[src/rtl/lcd_bus_pkg.sv]
`default_nettype none
// ============================================================================
// Module      : lcd_bus_pkg
// Description : Opcodes, decoder states and window check for the LCD bus
//               responder.
// Revision    : 1.0 - initial release
// ============================================================================
package lcd_bus_pkg;

    localparam logic [7:0] CMD_NOP    = 8'h00;
    localparam logic [7:0] CMD_CASET  = 8'h2A;
    localparam logic [7:0] CMD_RASET  = 8'h2B;
    localparam logic [7:0] CMD_RAMWR  = 8'h2C;
    localparam logic [7:0] CMD_RAMWRC = 8'h3C;

    typedef enum logic [2:0] {
        IDLE  = 3'd0,
        CASET = 3'd1,
        RASET = 3'd2,
        RAMWR = 3'd3,
        OTHER = 3'd4
    } state_t;

    // True when the address window cannot be addressed on a w x h panel.
    function automatic logic win_bad(
        input logic [15:0] xs,
        input logic [15:0] xe,
        input logic [15:0] ys,
        input logic [15:0] ye,
        input logic [15:0] w,
        input logic [15:0] h
    );
        return (xs > xe) || (xe >= w) || (ys > ye) || (ye >= h);
    endfunction

endpackage
`default_nettype wire

[src/rtl/lcd_bus_sync_edge.sv]
`default_nettype none
// ============================================================================
// Module      : lcd_bus_sync_edge
// Description : Synchronises the {wr, rs, data} bus and emits a registered
//               one-cycle event with rs/data on each rising edge of wr.
// Revision    : 1.0 - initial release
// ============================================================================
module lcd_bus_sync_edge #(
    parameter int STAGES = 2
) (
    input  logic       clk,
    input  logic       rst,
    input  logic [7:0] i_data,
    input  logic       i_rs,
    input  logic       i_wr,
    output logic       o_evt,
    output logic       o_rs,
    output logic [7:0] o_data
);

    // Bit 9 is wr, bit 8 is rs, bits 7:0 are data.
    logic [9:0] r_sync [STAGES];
    logic       r_wr_prev;

    // wr resets high so an idle-high bus never looks like a fresh rising edge.
    always_ff @(posedge clk) begin
        if (rst) begin
            for (int i = 0; i < STAGES; i++) begin
                r_sync[i] <= 10'h200;
            end
            r_wr_prev <= 1'b1;
            o_evt     <= 1'b0;
            o_rs      <= 1'b0;
            o_data    <= 8'h00;
        end else begin
            r_sync[0] <= {i_wr, i_rs, i_data};
            for (int i = 1; i < STAGES; i++) begin
                r_sync[i] <= r_sync[i-1];
            end
            r_wr_prev <= r_sync[STAGES-1][9];
            o_evt     <= r_sync[STAGES-1][9] & ~r_wr_prev;
            o_rs      <= r_sync[STAGES-1][8];
            o_data    <= r_sync[STAGES-1][7:0];
        end
    end

endmodule
`default_nettype wire

[src/rtl/lcd_bus_rx.sv]
`default_nettype none
// ============================================================================
// Module      : lcd_bus_rx
// Description : Display-side responder for an 8080-style 8-bit write bus:
//               command decode, CASET/RASET window, RGB565 pixels, fmark.
// Revision    : 1.0 - initial release
// ============================================================================
module lcd_bus_rx
    import lcd_bus_pkg::*;
#(
    parameter int SYNC_STAGES  = 2,
    parameter int WIDTH_PX     = 320,
    parameter int HEIGHT_PX    = 240,
    parameter int FMARK_PERIOD = 200000,
    parameter int FMARK_WIDTH  = 16
) (
    input  logic        clk,
    input  logic        rst,
    input  logic [7:0]  lcd_data,
    input  logic        lcd_rs,
    input  logic        lcd_wr,
    output logic        lcd_fmark,
    output logic        cmd_valid,
    output logic [7:0]  cmd_byte,
    output logic        pix_valid,
    output logic [15:0] pix_data,
    output logic [8:0]  pix_x,
    output logic [8:0]  pix_y,
    output logic        window_err
);

    localparam int          c_cnt_w = (FMARK_PERIOD > 1) ? $clog2(FMARK_PERIOD) : 1;
    localparam logic [15:0] c_w     = 16'(WIDTH_PX);
    localparam logic [15:0] c_h     = 16'(HEIGHT_PX);

    logic       w_evt;
    logic       w_rs;
    logic [7:0] w_data;
    logic       w_win_bad;

    state_t        r_state;
    logic [2:0]    r_idx;
    logic          r_phase;
    logic [7:0]    r_hi;
    logic [15:0]   r_xs, r_xe, r_ys, r_ye;
    logic [15:0]   r_x, r_y;
    logic [c_cnt_w-1:0] r_fm_cnt;

    lcd_bus_sync_edge #(
        .STAGES (SYNC_STAGES)
    ) u_sync (
        .clk    (clk),
        .rst    (rst),
        .i_data (lcd_data),
        .i_rs   (lcd_rs),
        .i_wr   (lcd_wr),
        .o_evt  (w_evt),
        .o_rs   (w_rs),
        .o_data (w_data)
    );

    assign w_win_bad = win_bad(r_xs, r_xe, r_ys, r_ye, c_w, c_h);

    // Tearing pulse: free-running, unaffected by bus traffic.
    always_ff @(posedge clk) begin
        if (rst) begin
            r_fm_cnt  <= '0;
            lcd_fmark <= 1'b0;
        end else begin
            lcd_fmark <= (r_fm_cnt < c_cnt_w'(FMARK_WIDTH));
            if (r_fm_cnt == c_cnt_w'(FMARK_PERIOD - 1)) begin
                r_fm_cnt <= '0;
            end else begin
                r_fm_cnt <= r_fm_cnt + 1'b1;
            end
        end
    end

    always_ff @(posedge clk) begin
        if (rst) begin
            r_state    <= IDLE;
            r_idx      <= 3'd0;
            r_phase    <= 1'b0;
            r_hi       <= 8'h00;
            r_xs       <= 16'd0;
            r_xe       <= c_w - 16'd1;
            r_ys       <= 16'd0;
            r_ye       <= c_h - 16'd1;
            r_x        <= 16'd0;
            r_y        <= 16'd0;
            cmd_valid  <= 1'b0;
            cmd_byte   <= 8'h00;
            pix_valid  <= 1'b0;
            pix_data   <= 16'h0000;
            pix_x      <= 9'd0;
            pix_y      <= 9'd0;
            window_err <= 1'b0;
        end else begin
            cmd_valid <= 1'b0;
            pix_valid <= 1'b0;
            if (w_evt && !w_rs) begin
                // Any command drops a half-received pixel.
                cmd_valid <= 1'b1;
                cmd_byte  <= w_data;
                r_idx     <= 3'd0;
                r_phase   <= 1'b0;
                case (w_data)
                    CMD_CASET:  r_state <= CASET;
                    CMD_RASET:  r_state <= RASET;
                    CMD_RAMWR: begin
                        r_state <= RAMWR;
                        r_x     <= r_xs;
                        r_y     <= r_ys;
                    end
                    CMD_RAMWRC: r_state <= RAMWR;
                    CMD_NOP:    r_state <= OTHER;
                    default:    r_state <= OTHER;
                endcase
            end else if (w_evt) begin
                case (r_state)
                    CASET: begin
                        if (r_idx < 3'd4) begin
                            r_idx <= r_idx + 3'd1;
                            case (r_idx)
                                3'd0:    r_xs[15:8] <= w_data;
                                3'd1:    r_xs[7:0]  <= w_data;
                                3'd2:    r_xe[15:8] <= w_data;
                                default: begin
                                    r_xe[7:0] <= w_data;
                                    if (win_bad(r_xs, {r_xe[15:8], w_data}, r_ys, r_ye, c_w, c_h)) begin
                                        window_err <= 1'b1;
                                    end
                                end
                            endcase
                        end
                    end
                    RASET: begin
                        if (r_idx < 3'd4) begin
                            r_idx <= r_idx + 3'd1;
                            case (r_idx)
                                3'd0:    r_ys[15:8] <= w_data;
                                3'd1:    r_ys[7:0]  <= w_data;
                                3'd2:    r_ye[15:8] <= w_data;
                                default: begin
                                    r_ye[7:0] <= w_data;
                                    if (win_bad(r_xs, r_xe, r_ys, {r_ye[15:8], w_data}, c_w, c_h)) begin
                                        window_err <= 1'b1;
                                    end
                                end
                            endcase
                        end
                    end
                    RAMWR: begin
                        if (!r_phase) begin
                            r_hi    <= w_data;
                            r_phase <= 1'b1;
                        end else begin
                            r_phase <= 1'b0;
                            if (!w_win_bad) begin
                                pix_valid <= 1'b1;
                                pix_data  <= {r_hi, w_data};
                                pix_x     <= r_x[8:0];
                                pix_y     <= r_y[8:0];
                            end
                            // Cursor advances even when the pixel is suppressed.
                            if (r_x < r_xe) begin
                                r_x <= r_x + 16'd1;
                            end else if (r_y < r_ye) begin
                                r_x <= r_xs;
                                r_y <= r_y + 16'd1;
                            end else begin
                                r_x <= r_xs;
                                r_y <= r_ys;
                            end
                        end
                    end
                    default: ;
                endcase
            end
        end
    end

endmodule
`default_nettype wire
[config.mk]
export PLATFORM = sky130hd
export DESIGN_NAME = lcd_bus_rx
export DESIGN_NICKNAME = d
export VERILOG_FILES = /design/src/rtl/lcd_bus_pkg.sv /design/src/rtl/lcd_bus_sync_edge.sv /design/src/rtl/lcd_bus_rx.sv
export SDC_FILE = /design/constraint.sdc
export NUM_CORES = 1
export LEC_CHECK = 0
export CAP_MARGIN = 10
export CELL_PAD_IN_SITES_DETAIL_PLACEMENT = 0
export CELL_PAD_IN_SITES_GLOBAL_PLACEMENT = 1
export CORE_MARGIN = 2
export CORE_UTILIZATION = 46
export DETAILED_ROUTE_END_ITERATION = 10
export PLACE_DENSITY_LB_ADDON = 0.1
export SETUP_SLACK_MARGIN = 0.2
export SLEW_MARGIN = 40
export SYNTH_ARGS = -nofsm -noshare
export SYNTH_HDL_FRONTEND = slang
export SYNTH_SLANG_ARGS = --single-unit
[constraint.sdc]
create_clock -name clk -period 3.1 [get_ports clk]
set_input_delay 0.465 -clock clk [delete_from_list [all_inputs] [get_ports clk]]
set_output_delay 0.465 -clock clk [all_outputs]
set_load 0.05 [all_outputs]
==> impl_metrics.csv, run 1 <==
group,metric,value,unit
status,status,"completed",
cells_and_area,diodes,0,
critical_path,cp_max_fo,9,
critical_path,worst-path-stages,10,
pwr,p_int,4.556,mW
min_path,hold_class,"primary input to flop",
critical_path,crit_end,"pix_x[1]",
synth,synth_cells,1172,
die,die_x,150.8,microns
sta,holdWs,0.3081,ns
cts,htree_levels,1,
critical_path,reg2reg_depth,10,
cells_and_area,fin_area,0.01201,sq mm
route,wirelength,25130,microns
route,drc,0,
pwr,max-vdd-ir-drop,0.4057,mV
route,num_vias,8176,
die,start_util,0.4704,
critical_path,critical_path.most_common_cell,"nor2_1",
cts,clkLatencyLatePin,0.52,ns
pwr,powerDensity,483.8,mW/mm^2
cells_and_area,nNetsFinal,1337,
synth,ys_seq_elements,206,
die,dieArea,0.02275,sq mm
synth,synth_compound_area_frac,0.1350,
critical_path,path_class,"flop to flop",
job,maxCapViolCount,0,
critical_path,critPathLaunch,"r_xe[13]",
die,core,0.02109,sq mm
sta,fin_setup_tns,0,ns
critical_path,cp_slowest_cell,"or4b_4",
pwr,pwr-share-clk,0.511,
route,wl_per_cell,16.40,microns
synth,synth_cell_types,58,
synth,syn-mean-instance-area,8.464,sq um
cts,clkSlewWorstSetupHoldPaths,0.06,ns
global_routing,overflow,0,
critical_path,critPathArrivalTime,3.22,ns
die,ios,58,
route,ant_nets,0,
sta,setup_viol,0,
critical_path,crit_family,"simple AND/OR/NAND/NOR gates",
sta,report.final.slew_viol_count,0,
cts,cts_tree,"built",
sta,period_share,0.9189,
global_routing,grt_pass1_wl,40230,microns
cells_and_area,syn2layout_area_growth,21.09,%
critical_path,rrSetupSlack,0.25,ns
synth,async_reset_ff_frac,0,
critical_path,critPathBufInv,2,
die,placementRows,53,
sta,fin_crit,2.849,ns
sta,finalHoldViolations,0,
pwr,power,5.812,mW
synth,synth.net_count,1269,
sta,worstMarginPinSlew,0.6637,ns
pwr,power_switching,1.256,mW
global_routing,grt_max_degree,147,
global_routing,grt_use_total,0.2212,
cts,ctsRootBufferMaster,"clkbuf_16",
pwr,power_frac_comb,0.028,
critical_path,worstPathRequired,3.47,ns
sta,rsz0062_at_grt,"true",
critical_path,cp_slowest_stage_delay,0.68,ns
global_routing,grt_pass1_vias,7545,
cells_and_area,drive_above_1_share,0.1081,
sta,timing.slew.headroom,0.5541,
global_routing,antenna_found_initial,0,
synth,ys_seq_area_frac,0.4157,
critical_path,crit_path_start_kind,"flop",
pwr,p_sw_frac,0.2160,
pwr,power_frac_seq,0.461,
place,io_buffers,57,
critical_path,rr_startpoint,"r_xe[13]",
cells_and_area,num-fill-cells,1958,
die,fp.dieH,150.8,microns
route,vias_per_cell,5.333,
synth,syn_area,0.009920,sq mm
cts,clockBufferDepth,3,
place,gp_congestion,0.8235,
synth,yosys.area_share.adder,0.1072,
pwr,leakage,5.212,nW
critical_path,endpoint_kind,"flop",
critical_path,r2r-end,"pix_x[1]",
synth,yosys_most_used_dff,"dfxtp_1",
route,drtIter0Drc,489,
synth,synth-simple-area-share,0.2137,
cells_and_area,utilization,0.5696,
synth,yosys.area_share.xor_xnor,0.02119,
synth,synth_top_family_by_area,"simple AND/OR/NAND/NOR gates",
synth,synth_edf_count,0,
cts,numCtsBuffers,24,
sta,fin_skew,0.01204,ns
route,drt-pass1-iter-count,5,
synth,muxShareOfSynthArea,0.05727,
place,hpwl,16880,microns
cts,clkSinkCount,206,
cells_and_area,final_cell_mix,"223 x nor2_1, 192 x dfxtp_1, 106 x a21oi_1",
cells_and_area,final_common_cell,"nor2_1",
critical_path,path_cells,"inv_2 > ha_4 > nand4_4 > nor2_1 > or4_4 > o31a_1 > or4b_4 > clkbuf_16 > mux2i_1 > nor2_1",
place,place_area,0.01084,sq mm
sta,fmax,351.0,MHz
cts,cts_hold_buf,0,
synth,yosysWarnings,0,
how the worst min path moves through the flow:
stage / slack (ns) / cells past startpoint / start / to
after CTS: 0.30 / 2 / rst / u_sync.r_sync[0][0]
final: 0.31 / 2 / rst / cmd_valid
after floorplan: 0.37 / 1 / u_sync.r_wr_prev / u_sync.o_evt
after global routing: 0.32 / 2 / rst / cmd_valid
after detailed placement: 0.38 / 1 / u_sync.r_wr_prev / u_sync.o_evt
after global placement: 0.38 / 1 / u_sync.r_wr_prev / u_sync.o_evt
registers in the layout, summed over array words and instances (netlist names), 3 cells and up:
register       flops
r_state            3
r_idx              3
r_fm_cnt          18
pix_data          16
r_x               16
r_xs              16
r_ys              16
u_sync.r_sync     20
r_y               16
r_hi               8
pix_x              9
u_sync.o_data      8
r_xe              16
r_ye              16
cmd_byte           8
pix_y              9
synth_stat cells, types with 19 or more instances:
cell	instances	area, sq um
o211ai_1	19	142.6
o21ai_0	26	130.1
mux2i_1	50	500.5
dfxtp_1	206	4124
a21oi_1	109	545.5
nor2_1	223	837.1
inv_1	66	247.7
nand3_1	20	100.1
nand2_1	88	330.3
ha_1	85	1064
nor2b_1	36	225.2
clkbuf_1	47	176.4
repair_timing:
action	in CTS	in global routing
setup endpoints to repair	34	35
setup buffers	0	8
pin swaps	0	4
gates resized for setup	5	38
cloned	0	4
power groups by stage:
stage                     Sequential, mW  Combinational [mW]  Clock (mW)
after detailed placement            2.74               0.164           0
after CTS                           2.68               0.164        3.04
after global routing                2.68               0.180        3.14
after floorplan                     2.74               0.103           0
after global placement              2.74               0.164           0
final                               2.68               0.161        2.97
layout make-up:
class / instances / area, sq um / share of cell area
Inverter: 68 / 255.2 / 0.02125
Multi-Input combinational cell: 843 / 5454 / 0.4541
Clock inverter: 15 / 191.4 / 0.01594
Tap cell: 275 / 344.1 / 0.02865
Clock buffer: 29 / 649.4 / 0.05406
Sequential cell: 206 / 4141 / 0.3448
Timing Repair Buffer: 97 / 975.9 / 0.08125
through the flow:
step,std cells,setup WS [ns]
floorplan,1172,0.3982
global placement,1477,0.1378
detailed placement,1477,0.07473
CTS,1521,0.2377
global route,1533,0.1694
finish,1533,0.2513
cells by family after synthesis:
group,after synthesis
flops,206
mux,56
xor+xnor,24
fa+ha+maj,85
buf+inv,123
compound gates,217
simple gates,461
per-layer routing:
metal,vias to the layer above,part of all wire,GRT usage
li1,4197,-,-
met1,3797,0.52,0.3412
met2,151,0.42,0.3307
met3,31,0.045,0.03072
met4,0,0.015,0.03972
met5,-,0,0
worst register-to-register path, cell delays in order, from the launching register on:
cell and delay, ns:
dfxtp_2 0.35, inv_2 0.05, ha_4 0.22, nand4_4 0.11
nor2_1 0.06, or4_4 0.52, o31a_1 0.28, or4b_4 0.68
clkbuf_16 0.23, mux2i_1 0.15, nor2_1 0.05
(Power assumes the default switching activity.)
==> inputs of run 2 (changes only) <==
--- a/config.mk
+++ b/config.mk
@@ -8,12 +8,10 @@
 export CAP_MARGIN = 10
 export CELL_PAD_IN_SITES_DETAIL_PLACEMENT = 0
 export CELL_PAD_IN_SITES_GLOBAL_PLACEMENT = 1
-export CORE_MARGIN = 2
 export CORE_UTILIZATION = 46
 export DETAILED_ROUTE_END_ITERATION = 10
 export PLACE_DENSITY_LB_ADDON = 0.1
 export SETUP_SLACK_MARGIN = 0.2
-export SLEW_MARGIN = 40
 export SYNTH_ARGS = -nofsm -noshare
 export SYNTH_HDL_FRONTEND = slang
 export SYNTH_SLANG_ARGS = --single-unit
==> run 2 against run 1 <==
  * Largest cell class unchanged
  * Combinational power up 4%
  * Flip-flop and latch count unchanged
  * Critical path depth unchanged
  * Hold slack worse by 0.042 ns
  * Register-to-register slack better by 0.04 ns
  * Non-clock buffer count down 10
  * Clock-buffer cell count unchanged
  * First-iteration DRC count down 11%
  * Die area down 2.6%
  * Highest routed layer unchanged
  * Via count down 1.4%
  * Clock power down 6.7%
  * Critical path type unchanged
==> impl_metrics.csv, run 2 (synthesized netlist as in run 1, its figures left out) <==
group,metric,value,unit
min_path,hold_depth,2,
critical_path,path_cells,"inv_1 > ha_1 > nand4_4 > nor2_1 > or4_4 > o31a_1 > or4b_4 > buf_8 > mux2i_1 > nor2_1",
status,status,"completed",
route,vias_per_cell,5.309,
pwr,pwr-share-clk,0.493,
critical_path,crit_path_start_kind,"flop",
pwr,power_frac_comb,0.030,
cells_and_area,final_cell_mix,"223 x nor2_1, 204 x dfxtp_1, 107 x a21oi_1",
global_routing,grt_pass1_wl,39540,microns
global_routing,grt_max_degree,133,
cts,ctsRootBufferMaster,"clkbuf_16",
die,core,0.02109,sq mm
global_routing,antenna_found_initial,0,
critical_path,critical_path.most_common_cell,"nor2_1",
cells_and_area,syn2layout_area_growth,18.50,%
route,wirelength,24500,microns
critical_path,cp_max_fo,17,
pwr,max-vdd-ir-drop,0.4037,mV
critical_path,reg2reg_depth,10,
sta,timing.slew.headroom,0.5489,
min_path,worstHoldEndpoint,"pix_data[0]",
global_routing,top_usage_layer,"met1",
route,ant_nets,0,
die,ios,58,
route,wl_per_cell,16.14,microns
cts,cts_tree,"built",
place,gp_congestion,0.7941,
critical_path,critPathLaunch,"r_xe[12]",
critical_path,worstPathRequired,3.50,ns
pwr,power_frac_seq,0.477,
place,hpwl,16750,microns
sta,finalHoldViolations,0,
critical_path,endpoint_kind,"flop",
sta,worstMarginPinSlew,0.6715,ns
place,place_area,0.01086,sq mm
sta,period_share,0.9064,
sta,fin_setup_tns,0,ns
global_routing,overflow,0,
min_path,hold_start,"rst",
cts,htree_levels,1,
critical_path,path_class,"flop to flop",
global_routing,met1_usage,0.3347,
sta,fin_crit,2.810,ns
sta,fin_skew,0.02598,ns
critical_path,r2r-end,"pix_data[10]",
cts,clkLatencyLatePin,0.54,ns
cts,clkSlewWorstSetupHoldPaths,0.06,ns
critical_path,rrSetupSlack,0.29,ns
cells_and_area,largest_reg_flops,20,
global_routing,grtUsageMet2,0.3290,
cts,clockBufferDepth,3,
cells_and_area,diodes,0,
critical_path,cp_slowest_stage_delay,0.53,ns
sta,report.final.slew_viol_count,0,
pwr,p_sw_frac,0.2223,
cts,numCtsBuffers,24,
critical_path,rr_startpoint,"r_xe[12]",
pwr,leakage,5.088,nW
job,maxCapViolCount,0,
place,io_buffers,57,
global_routing,met3_usage,0.03180,
die,placementRows,53,
sta,rsz0062_at_grt,"true",
cts,clkSinkCount,206,
route,drtIter0Drc,433,
critical_path,cp_slowest_cell,"or4b_4",
route,num_vias,8059,
cells_and_area,drive_above_1_share,0.07804,
pwr,powerDensity,478.0,mW/mm^2
cells_and_area,top_regs,"u_sync.r_sync: 20 flops, r_fm_cnt: 18 flops",
die,fp.dieH,148.8,microns
sta,fmax,355.9,MHz
cells_and_area,nNetsFinal,1327,
sta,setup_viol,0,
pwr,p_int,4.369,mW
global_routing,grt_use_total,0.2236,
die,die_x,148.8,microns
global_routing,grt_pass1_vias,7420,
min_path,hold_class,"primary input to flop",
pwr,power_switching,1.249,mW
cells_and_area,final_common_cell,"nor2_1",
route,drt-pass1-iter-count,5,
cells_and_area,fin_area,0.01176,sq mm
die,start_util,0.4704,
cells_and_area,regMostFlops,"u_sync.r_sync",
die,dieArea,0.02215,sq mm
critical_path,critPathArrivalTime,3.21,ns
route,drc,0,
## run 2: cell count changes in the layout (fill, tap and decap cells not counted), sizes merged
| cell | previous run | this run |
|---|---|---|
| buf | 37 | 31 |
| clkinv | 10 | 8 |
| inv | 67 | 68 |
| bufinv | 4 | 2 |
| clkinvlp | 2 | 0 |
| clkbuf | 33 | 29 |
## run 2: how the worst max path moves through the flow
stage               slack, ns      endpoint
floorplan                0.40   pix_data[0]
global placement         0.11    window_err
detailed placement       0.08      pix_x[7]
CTS                      0.25    window_err
global route             0.19        r_x[3]
finish                   0.29  pix_data[10]
## run 2: cell type report
class	instances	area (sq um)
sequential	206	4126
inverter	68	255.2
tap	275	344.1
fill	2015	9333
timing repair buffer	87	842.1
multi-input combinational	843	5415
clock inverter	10	132.6
clock buffer	29	639.4
## run 2: layer usage
layer | share of wire | vias to the layer above
li1 | - | 4160
met2 | 0.41 | 140
met1 | 0.53 | 3716
met5 | 0 | -
met4 | 0.025 | 0
met3 | 0.035 | 43
## run 2: critical path: cells and delay by family, from the launching register on
| kind | cells | cell delay [ns] |
|---|---|---|
| simple gates | 5 | 1.28 |
| buf+inv | 2 | 0.27 |
| mux | 1 | 0.19 |
| compound gates | 1 | 0.27 |
| flops | 1 | 0.35 |
| fa+ha+maj | 1 | 0.31 |
## run 2: timing repair
item,in CTS,in global routing
pin swaps,0,2
setup endpoints to repair,35,59
hold buffers,0,0
resized for setup,8,13
gates cloned,0,0
setup buffers,0,1
## run 2: power groups by stage
| stage | clock network, mW | registers [mW] | logic [mW] |
|---|---|---|---|
| final | 2.77 | 2.68 | 0.168 |
| after global routing | 2.95 | 2.68 | 0.185 |
| after CTS | 2.83 | 2.68 | 0.166 |
| after detailed placement | 0 | 2.74 | 0.166 |
| after global placement | 0 | 2.74 | 0.165 |
| after floorplan | 0 | 2.74 | 0.103 |
## run 2: metrics by stage
step | util | hold slack, ns | std cells | setup WS [ns] | power [mW]
floorplan | - | 0.3721 | 1172 | 0.3982 | 2.842
global placement | 0.5150 | 0.3849 | 1478 | 0.1104 | 2.905
detailed placement | 0.5150 | 0.3873 | 1478 | 0.07940 | 2.906
CTS | 0.5529 | 0.2475 | 1517 | 0.2506 | 5.682
global route | 0.5574 | 0.2746 | 1518 | 0.1902 | 5.817
finish | 0.5574 | 0.2661 | 1518 | 0.2901 | 5.618
